$ cat config.mk
export PLATFORM = sky130hd
export DESIGN_NAME = wb_dma_master_flat
export DESIGN_NICKNAME = d
export VERILOG_FILES = /design/src/rtl/wb_dma_if.sv /design/src/rtl/wb_dma_master.sv /design/src/flat_wrapper.sv
export SDC_FILE = /design/constraint.sdc
export NUM_CORES = 1
export LEC_CHECK = 0
export ABC_AREA = 1
export BUFFER_PORTS_ARGS = -buffer_cell sky130_fd_sc_hd__buf_2
export CAP_MARGIN = 0
export CORE_ASPECT_RATIO = 1.5
export CORE_UTILIZATION = 25
export CTS_BUF_LIST = sky130_fd_sc_hd__clkbuf_8
export CTS_CLUSTER_SIZE = 24
export DETAILED_ROUTE_END_ITERATION = 7
export MAX_ROUTING_LAYER = met4
export PLACE_DENSITY_LB_ADDON = 0.05
export SETUP_SLACK_MARGIN = 0.1
export SLEW_MARGIN = 10
export SYNTH_ARGS = -nofsm -noshare
export SYNTH_HDL_FRONTEND = slang
export SYNTH_SLANG_ARGS = --single-unit
export TNS_END_PERCENT = 1
$ cat constraint.sdc
create_clock -name clk -period 4.2 [get_ports clk]
set_input_delay 0.21 -clock clk [delete_from_list [all_inputs] [get_ports clk]]
set_output_delay 0.21 -clock clk [all_outputs]
set_load 0.005 [all_outputs]
$ cat src/rtl/wb_dma_if.sv
// Wishbone master-port bundle for the DMA engine. A beat completes on the rising edge
// where cyc & stb & ack are all high; until then the initiator holds adr/we/dat_o/sel steady.
interface wb_dma_if #(
  parameter int ADDR_W = 32,
  parameter int DATA_W = 32
) ();
  logic              wbm_cyc_o;
  logic              wbm_stb_o;
  logic              wbm_we_o;
  logic [3:0]        wbm_sel_o;
  logic [ADDR_W-1:0] wbm_adr_o;
  logic [DATA_W-1:0] wbm_dat_o;
  logic [DATA_W-1:0] wbm_dat_i;
  logic              wbm_ack_i;

  modport master (
    output wbm_cyc_o, wbm_stb_o, wbm_we_o, wbm_sel_o, wbm_adr_o, wbm_dat_o,
    input  wbm_dat_i, wbm_ack_i
  );

  modport slave (
    input  wbm_cyc_o, wbm_stb_o, wbm_we_o, wbm_sel_o, wbm_adr_o, wbm_dat_o,
    output wbm_dat_i, wbm_ack_i
  );
endinterface

$ cat src/rtl/wb_dma_master.sv
// Wishbone DMA initiator: copies len words from src to dst in chunks of up to BURST words,
// reading a chunk into a local buffer, writing it out, then releasing cyc for one cycle.
module wb_dma_master #(
  parameter int ADDR_W = 32,
  parameter int DATA_W = 32,
  parameter int BURST  = 4,
  parameter int LEN_W  = 16
) (
  input  logic              clk,
  input  logic              rst_n,
  input  logic              start,
  input  logic [ADDR_W-1:0] src_addr,
  input  logic [ADDR_W-1:0] dst_addr,
  input  logic [LEN_W-1:0]  len,
  input  logic              abort,
  output logic              busy,
  output logic              done,
  output logic              aborted,
  output logic [2:0]        state_dbg,
  wb_dma_if.master          wbm
);

  localparam int IDX_W = $clog2(BURST);
  localparam int CNT_W = IDX_W + 1;

  localparam logic [2:0] S_IDLE = 3'd0;
  localparam logic [2:0] S_LOAD = 3'd1;
  localparam logic [2:0] S_RD   = 3'd2;
  localparam logic [2:0] S_WR   = 3'd3;
  localparam logic [2:0] S_GAP  = 3'd4;
  localparam logic [2:0] S_DONE = 3'd5;

  logic [2:0]        state;
  logic [ADDR_W-1:0] src_ptr, dst_ptr;
  logic [LEN_W-1:0]  remaining;
  logic [CNT_W-1:0]  chunk, rd_cnt, wr_cnt, load_chunk, wr_nxt;
  logic              abort_pend;
  logic [DATA_W-1:0] data_buf [BURST];

  logic ack_ok, abort_now, last_rd, last_wr, finish;

  assign state_dbg = state;
  assign ack_ok    = wbm.wbm_ack_i & wbm.wbm_stb_o;
  assign abort_now = abort_pend | abort;
  assign last_rd   = (rd_cnt == chunk - CNT_W'(1));
  assign last_wr   = (wr_cnt == chunk - CNT_W'(1));
  assign wr_nxt    = wr_cnt + CNT_W'(1);

  always_comb begin
    load_chunk = (remaining >= LEN_W'(BURST)) ? CNT_W'(BURST) : remaining[CNT_W-1:0];
    finish = 1'b0;
    case (state)
      S_LOAD, S_GAP: finish = abort_now || (remaining == '0);
      S_RD:          finish = ack_ok && abort_now;
      S_WR:          finish = ack_ok && (abort_now || (last_wr && remaining == LEN_W'(1)));
      default:       finish = 1'b0;
    endcase
  end

  always_ff @(posedge clk) begin
    if (state == S_RD && ack_ok) data_buf[rd_cnt[IDX_W-1:0]] <= wbm.wbm_dat_i;
  end

  always_ff @(posedge clk or negedge rst_n) begin
    if (!rst_n) begin
      state         <= S_IDLE;
      busy          <= 1'b0;
      done          <= 1'b0;
      aborted       <= 1'b0;
      abort_pend    <= 1'b0;
      src_ptr       <= '0;
      dst_ptr       <= '0;
      remaining     <= '0;
      chunk         <= '0;
      rd_cnt        <= '0;
      wr_cnt        <= '0;
      wbm.wbm_cyc_o <= 1'b0;
      wbm.wbm_stb_o <= 1'b0;
      wbm.wbm_we_o  <= 1'b0;
      wbm.wbm_sel_o <= 4'h0;
      wbm.wbm_adr_o <= '0;
      wbm.wbm_dat_o <= '0;
    end else begin
      done <= 1'b0;
      if (abort && state != S_IDLE && state != S_DONE) abort_pend <= 1'b1;
      if (finish) begin
        state         <= S_DONE;
        done          <= 1'b1;
        busy          <= 1'b0;
        aborted       <= abort_now;
        wbm.wbm_cyc_o <= 1'b0;
        wbm.wbm_stb_o <= 1'b0;
        wbm.wbm_we_o  <= 1'b0;
        wbm.wbm_sel_o <= 4'h0;
      end else begin
        case (state)
          S_IDLE: if (start) begin
            src_ptr    <= src_addr & ~ADDR_W'(3);
            dst_ptr    <= dst_addr & ~ADDR_W'(3);
            remaining  <= len;
            aborted    <= 1'b0;
            abort_pend <= 1'b0;
            busy       <= 1'b1;
            state      <= S_LOAD;
          end
          // GAP doubles as the chunk setup so cyc is released for exactly one cycle.
          S_LOAD, S_GAP: begin
            chunk         <= load_chunk;
            rd_cnt        <= '0;
            state         <= S_RD;
            wbm.wbm_cyc_o <= 1'b1;
            wbm.wbm_stb_o <= 1'b1;
            wbm.wbm_we_o  <= 1'b0;
            wbm.wbm_sel_o <= 4'hF;
            wbm.wbm_adr_o <= src_ptr;
          end
          S_RD: if (ack_ok) begin
            src_ptr <= src_ptr + ADDR_W'(4);
            rd_cnt  <= rd_cnt + CNT_W'(1);
            if (last_rd) begin
              state         <= S_WR;
              wr_cnt        <= '0;
              wbm.wbm_we_o  <= 1'b1;
              wbm.wbm_adr_o <= dst_ptr;
              // A one-word chunk has its only word arriving on this very ack.
              wbm.wbm_dat_o <= (rd_cnt == '0) ? wbm.wbm_dat_i : data_buf[0];
            end else begin
              wbm.wbm_adr_o <= src_ptr + ADDR_W'(4);
            end
          end
          S_WR: if (ack_ok) begin
            dst_ptr   <= dst_ptr + ADDR_W'(4);
            wr_cnt    <= wr_nxt;
            remaining <= remaining - LEN_W'(1);
            if (last_wr) begin
              state         <= S_GAP;
              wbm.wbm_cyc_o <= 1'b0;
              wbm.wbm_stb_o <= 1'b0;
              wbm.wbm_we_o  <= 1'b0;
              wbm.wbm_sel_o <= 4'h0;
            end else begin
              wbm.wbm_adr_o <= dst_ptr + ADDR_W'(4);
              wbm.wbm_dat_o <= data_buf[wr_nxt[IDX_W-1:0]];
            end
          end
          S_DONE:  state <= S_IDLE;
          default: state <= S_IDLE;
        endcase
      end
    end
  end

endmodule

$ cat src/flat_wrapper.sv
// flat-port wrapper written by rule: the top's interface ports become plain ports
module wb_dma_master_flat 
#(
  parameter int ADDR_W = 32,
  parameter int DATA_W = 32,
  parameter int BURST  = 4,
  parameter int LEN_W  = 16
)
  (clk, rst_n, start, src_addr, dst_addr, len, abort, busy, done, aborted, state_dbg, wbm_wbm_cyc_o, wbm_wbm_stb_o, wbm_wbm_we_o, wbm_wbm_sel_o, wbm_wbm_adr_o, wbm_wbm_dat_o, wbm_wbm_dat_i, wbm_wbm_ack_i);
  wb_dma_if #(.ADDR_W(ADDR_W), .DATA_W(DATA_W)) wbm_i ();
  input  logic clk;
  input  logic rst_n;
  input  logic start;
  input  logic [ADDR_W-1:0] src_addr;
  input  logic [ADDR_W-1:0] dst_addr;
  input  logic [LEN_W-1:0] len;
  input  logic abort;
  output logic busy;
  output logic done;
  output logic aborted;
  output logic [2:0] state_dbg;
  output wire logic [$bits(wbm_i.wbm_cyc_o)-1:0] wbm_wbm_cyc_o;
  output wire logic [$bits(wbm_i.wbm_stb_o)-1:0] wbm_wbm_stb_o;
  output wire logic [$bits(wbm_i.wbm_we_o)-1:0] wbm_wbm_we_o;
  output wire logic [$bits(wbm_i.wbm_sel_o)-1:0] wbm_wbm_sel_o;
  output wire logic [$bits(wbm_i.wbm_adr_o)-1:0] wbm_wbm_adr_o;
  output wire logic [$bits(wbm_i.wbm_dat_o)-1:0] wbm_wbm_dat_o;
  input wire logic [$bits(wbm_i.wbm_dat_i)-1:0] wbm_wbm_dat_i;
  input wire logic [$bits(wbm_i.wbm_ack_i)-1:0] wbm_wbm_ack_i;
  assign wbm_wbm_cyc_o = wbm_i.wbm_cyc_o;
  assign wbm_wbm_stb_o = wbm_i.wbm_stb_o;
  assign wbm_wbm_we_o = wbm_i.wbm_we_o;
  assign wbm_wbm_sel_o = wbm_i.wbm_sel_o;
  assign wbm_wbm_adr_o = wbm_i.wbm_adr_o;
  assign wbm_wbm_dat_o = wbm_i.wbm_dat_o;
  assign wbm_i.wbm_dat_i = wbm_wbm_dat_i;
  assign wbm_i.wbm_ack_i = wbm_wbm_ack_i;
  wb_dma_master #(.ADDR_W(ADDR_W), .DATA_W(DATA_W), .BURST(BURST), .LEN_W(LEN_W)) u_core (.clk(clk), .rst_n(rst_n), .start(start), .src_addr(src_addr), .dst_addr(dst_addr), .len(len), .abort(abort), .busy(busy), .done(done), .aborted(aborted), .state_dbg(state_dbg), .wbm(wbm_i));
endmodule
==> metrics.txt <==
Clock transition at path regs=0.06 ns; CP Launch Type=register; Crit path top cell by count=nand2_1; global-route wire length before repair=90.1 mm; Leak=0.00884 uW; outcome=finished, final reports clean; final hold slack=0.190 ns; mean routed wirelength per cell=19.6 um; CP max FO=44; Fill cells=6609; Setup WS post-layout=1.13 ns; Final Slew Violations=0; H-tree depth=2; Iter 0 DRT Violations=817; worst skew pair latency=0.66 ns; WP data arrival=3.65 ns; post-place setup slack=1.12 ns; Fin Clk Skew=0.0333 ns; dpl hpwl=42.0 mm; Synth Cell Area=15200 um2; Core Region=60000 um2; final hold vios=0; max_slew headroom=33.7%; row cnt=110; total track usage=20.1%; CP Capture Type=register; initial antenna violation count=2; largest cells by area after synthesis=dfrtp_1, edfxtp_1, nand2_1, o21ai_0, nor2_1; CP Cell Sequence=inv_2, nand2_4, nor2_4, inv_4, nor2_1, nor2_1, nand2_1, nor2_2, buf_4, inv_2, nand2_1, nand2_1; commonest non-fill, non-tap cell in the layout=nand2_1; footprint of the multi-input gates=6540 um2; share of cells above drive strength 1=13.9%; critical path class=register to register; total gr overflow=0; Async S/R FF share, synth=55.1%; maxcap violations=0; Syn Nets=2087; Tot Pwr=5920 uW; slew at the pin with the worst max-slew slack=0.993 ns; setup_tns=0 ns; Ports=194; total clock buffers created by CTS=53; Mean Syn Cell Area=7.75 um2; Fmax achieved=0.326 GHz; CP max stage delay=0.50 ns; die span in x=203 um; number of flops mapped to enable cells by yosys=128; Yosys reg bits=285; area growth from synthesis to layout=25.8%; Via Count=14.1k; most frequent cells in the layout=nand2_1, nor2_1, o21ai_0; PortBufs=189; sequential area share after synthesis=51.2%; Worst Hold Class=input port to async pin; clock root buffer=clkbuf_8; Clock Sinks=285; Period minus WS final=3.07 ns; Clock Tree Buf Depth=3; nets=2372; Synth cell types=41; Final Setup Violations=0; largest net degree at the start of global routing=83; number of global-route vias before repair=14.4k; Placer Congestion=0.902; Post-Synthesis Cells=1959; Critical Path RT=4.78 ns; sequential cell area=7770 um2; Die Span Y=304 um; fin util=31.8%; Tcrit/Tclk final=73.1%; Die ar.=61800 um2; Yosys top cell by area=dfrtp_1; WL final=60.4 mm; top cell type's share of synthesized area=25.9%; unrepaired setup endpoints after global routing=no; ys flop type=dfrtp_1; antenna-violating nets left=0; Yosys warnings=0; initial core utilization=25.3%; Vias/cell=4.58; CTS tree=yes; PostCTS Resize Cnt=0; DRC viols=0; CP max stage cell=nor2_4; DR pass1 iterations=5; peak supply drop=0.237 mV; power density over the cells=310 nW/um2
==> registers in the layout (all words and copies together) (netlist names) <==
register and flops:
u_core.data_buf 128, u_core.wbm.wbm_dat_o 32, u_core.wbm.wbm_adr_o 31, u_core.dst_ptr 30, u_core.src_ptr 30, u_core.remaining 16
u_core.chunk 3, u_core.rd_cnt 3, u_core.state_dbg 3, u_core.wr_cnt 3, u_core.abort_pend 1, u_core.aborted 1
u_core.busy 1, u_core.done 1, u_core.wbm.wbm_sel_o 1, u_core.wbm.wbm_we_o 1
==> layout make-up <==
class	count	share of cell area, %
timing repair buffer	322	11.7
clock buffer	64	4.61
antenna	2	0.0262
sequential	285	40.7
tap	784	5.13
clock inverter	34	0.936
multi-input combinational	1449	34.2
inverter	133	2.64
==> cells in the mapped netlist, drive strengths merged, types with 2 or more instances <==
master  number
nor2       244
or2          3
nand3b       2
o22ai        2
o21ai      275
nand4        7
dfrtp      157
o31ai       28
o211ai       8
o21bai       3
nor3        15
nand3      132
a21o         2
a21oi       28
ha          11
clkbuf      58
buf         34
xnor2        4
edfxtp     128
xor2        14
nor3b        3
a31oi        3
nand2      660
inv        133
==> layer usage <==
metal  GRT usage (%)  wire (um)  vias up
li1                -          -     7009
met1            21.0      22900     6637
met2            36.8      32300      323
met3            2.81       2240      108
met4            9.48       2870        0
met5               -          0        -
==> worst max-delay path: cells and delay by family (launching register included) <==
family	cells	cell delay [ns]
and+or+nand+nor	8	1.33
DFF	1	0.41
buffers and inverters	4	1.20
==> through the flow <==
stage	area [um2]	instances
finish	19100	3073
global route	19100	3073
CTS	19100	3071
detailed placement	16900	2861
global placement	16900	2861
floorplan	15200	1959
==> cells by family (layout without fill, tap and decap cells) <==
logic type	Yosys count	after routing	share of synthesized area (%)
XOR/XNOR	18	18	1.04
buffers and inverters	225	553	6.04
other	0	2	0
AO/OA/AOI/OAI	352	352	12.5
adder cells (fa/ha/maj)	11	11	0.906
AND/OR/NAND/NOR	1067	1067	28.3
flip-flops	285	285	51.2
multiplexers	1	1	0.0659
==> path summary, 6_finish.rpt <==
path | from | to | slack [ns] | cells past startpoint
min in group clk | wbm_wbm_ack_i | u_core.state_dbg[0] | 0.32 | 4
setup reg to reg | u_core.state_dbg[2] | u_core.wbm.wbm_adr_o[3] | 1.13 | 12
hold reg to reg | u_core.wbm.wbm_adr_o[7] | u_core.wbm.wbm_adr_o[7] | 0.47 | 2
max in group asynchronous | rst_n | u_core.wbm.wbm_dat_o[23] | 2.91 | 3
setup / recovery | u_core.state_dbg[2] | u_core.wbm.wbm_adr_o[3] | 1.13 | 12
hold / removal | rst_n | u_core.src_ptr[30] | 0.19 | 2
==> power by group <==
group	total (uW)	switching, uW	internal, uW
registers	2920	0.245	2920
clock network	2780	1340	1450
logic	218	101	117
total	5920	1440	4480
==> timing repair <==
item / 4_1_cts / 5_1_grt
endpoints found under the hold margin: 309 / 0
hold buffers: 112 / 0
setup buffers: 0 / 0
No activity file was read; power rests on OpenSTA's default activity.
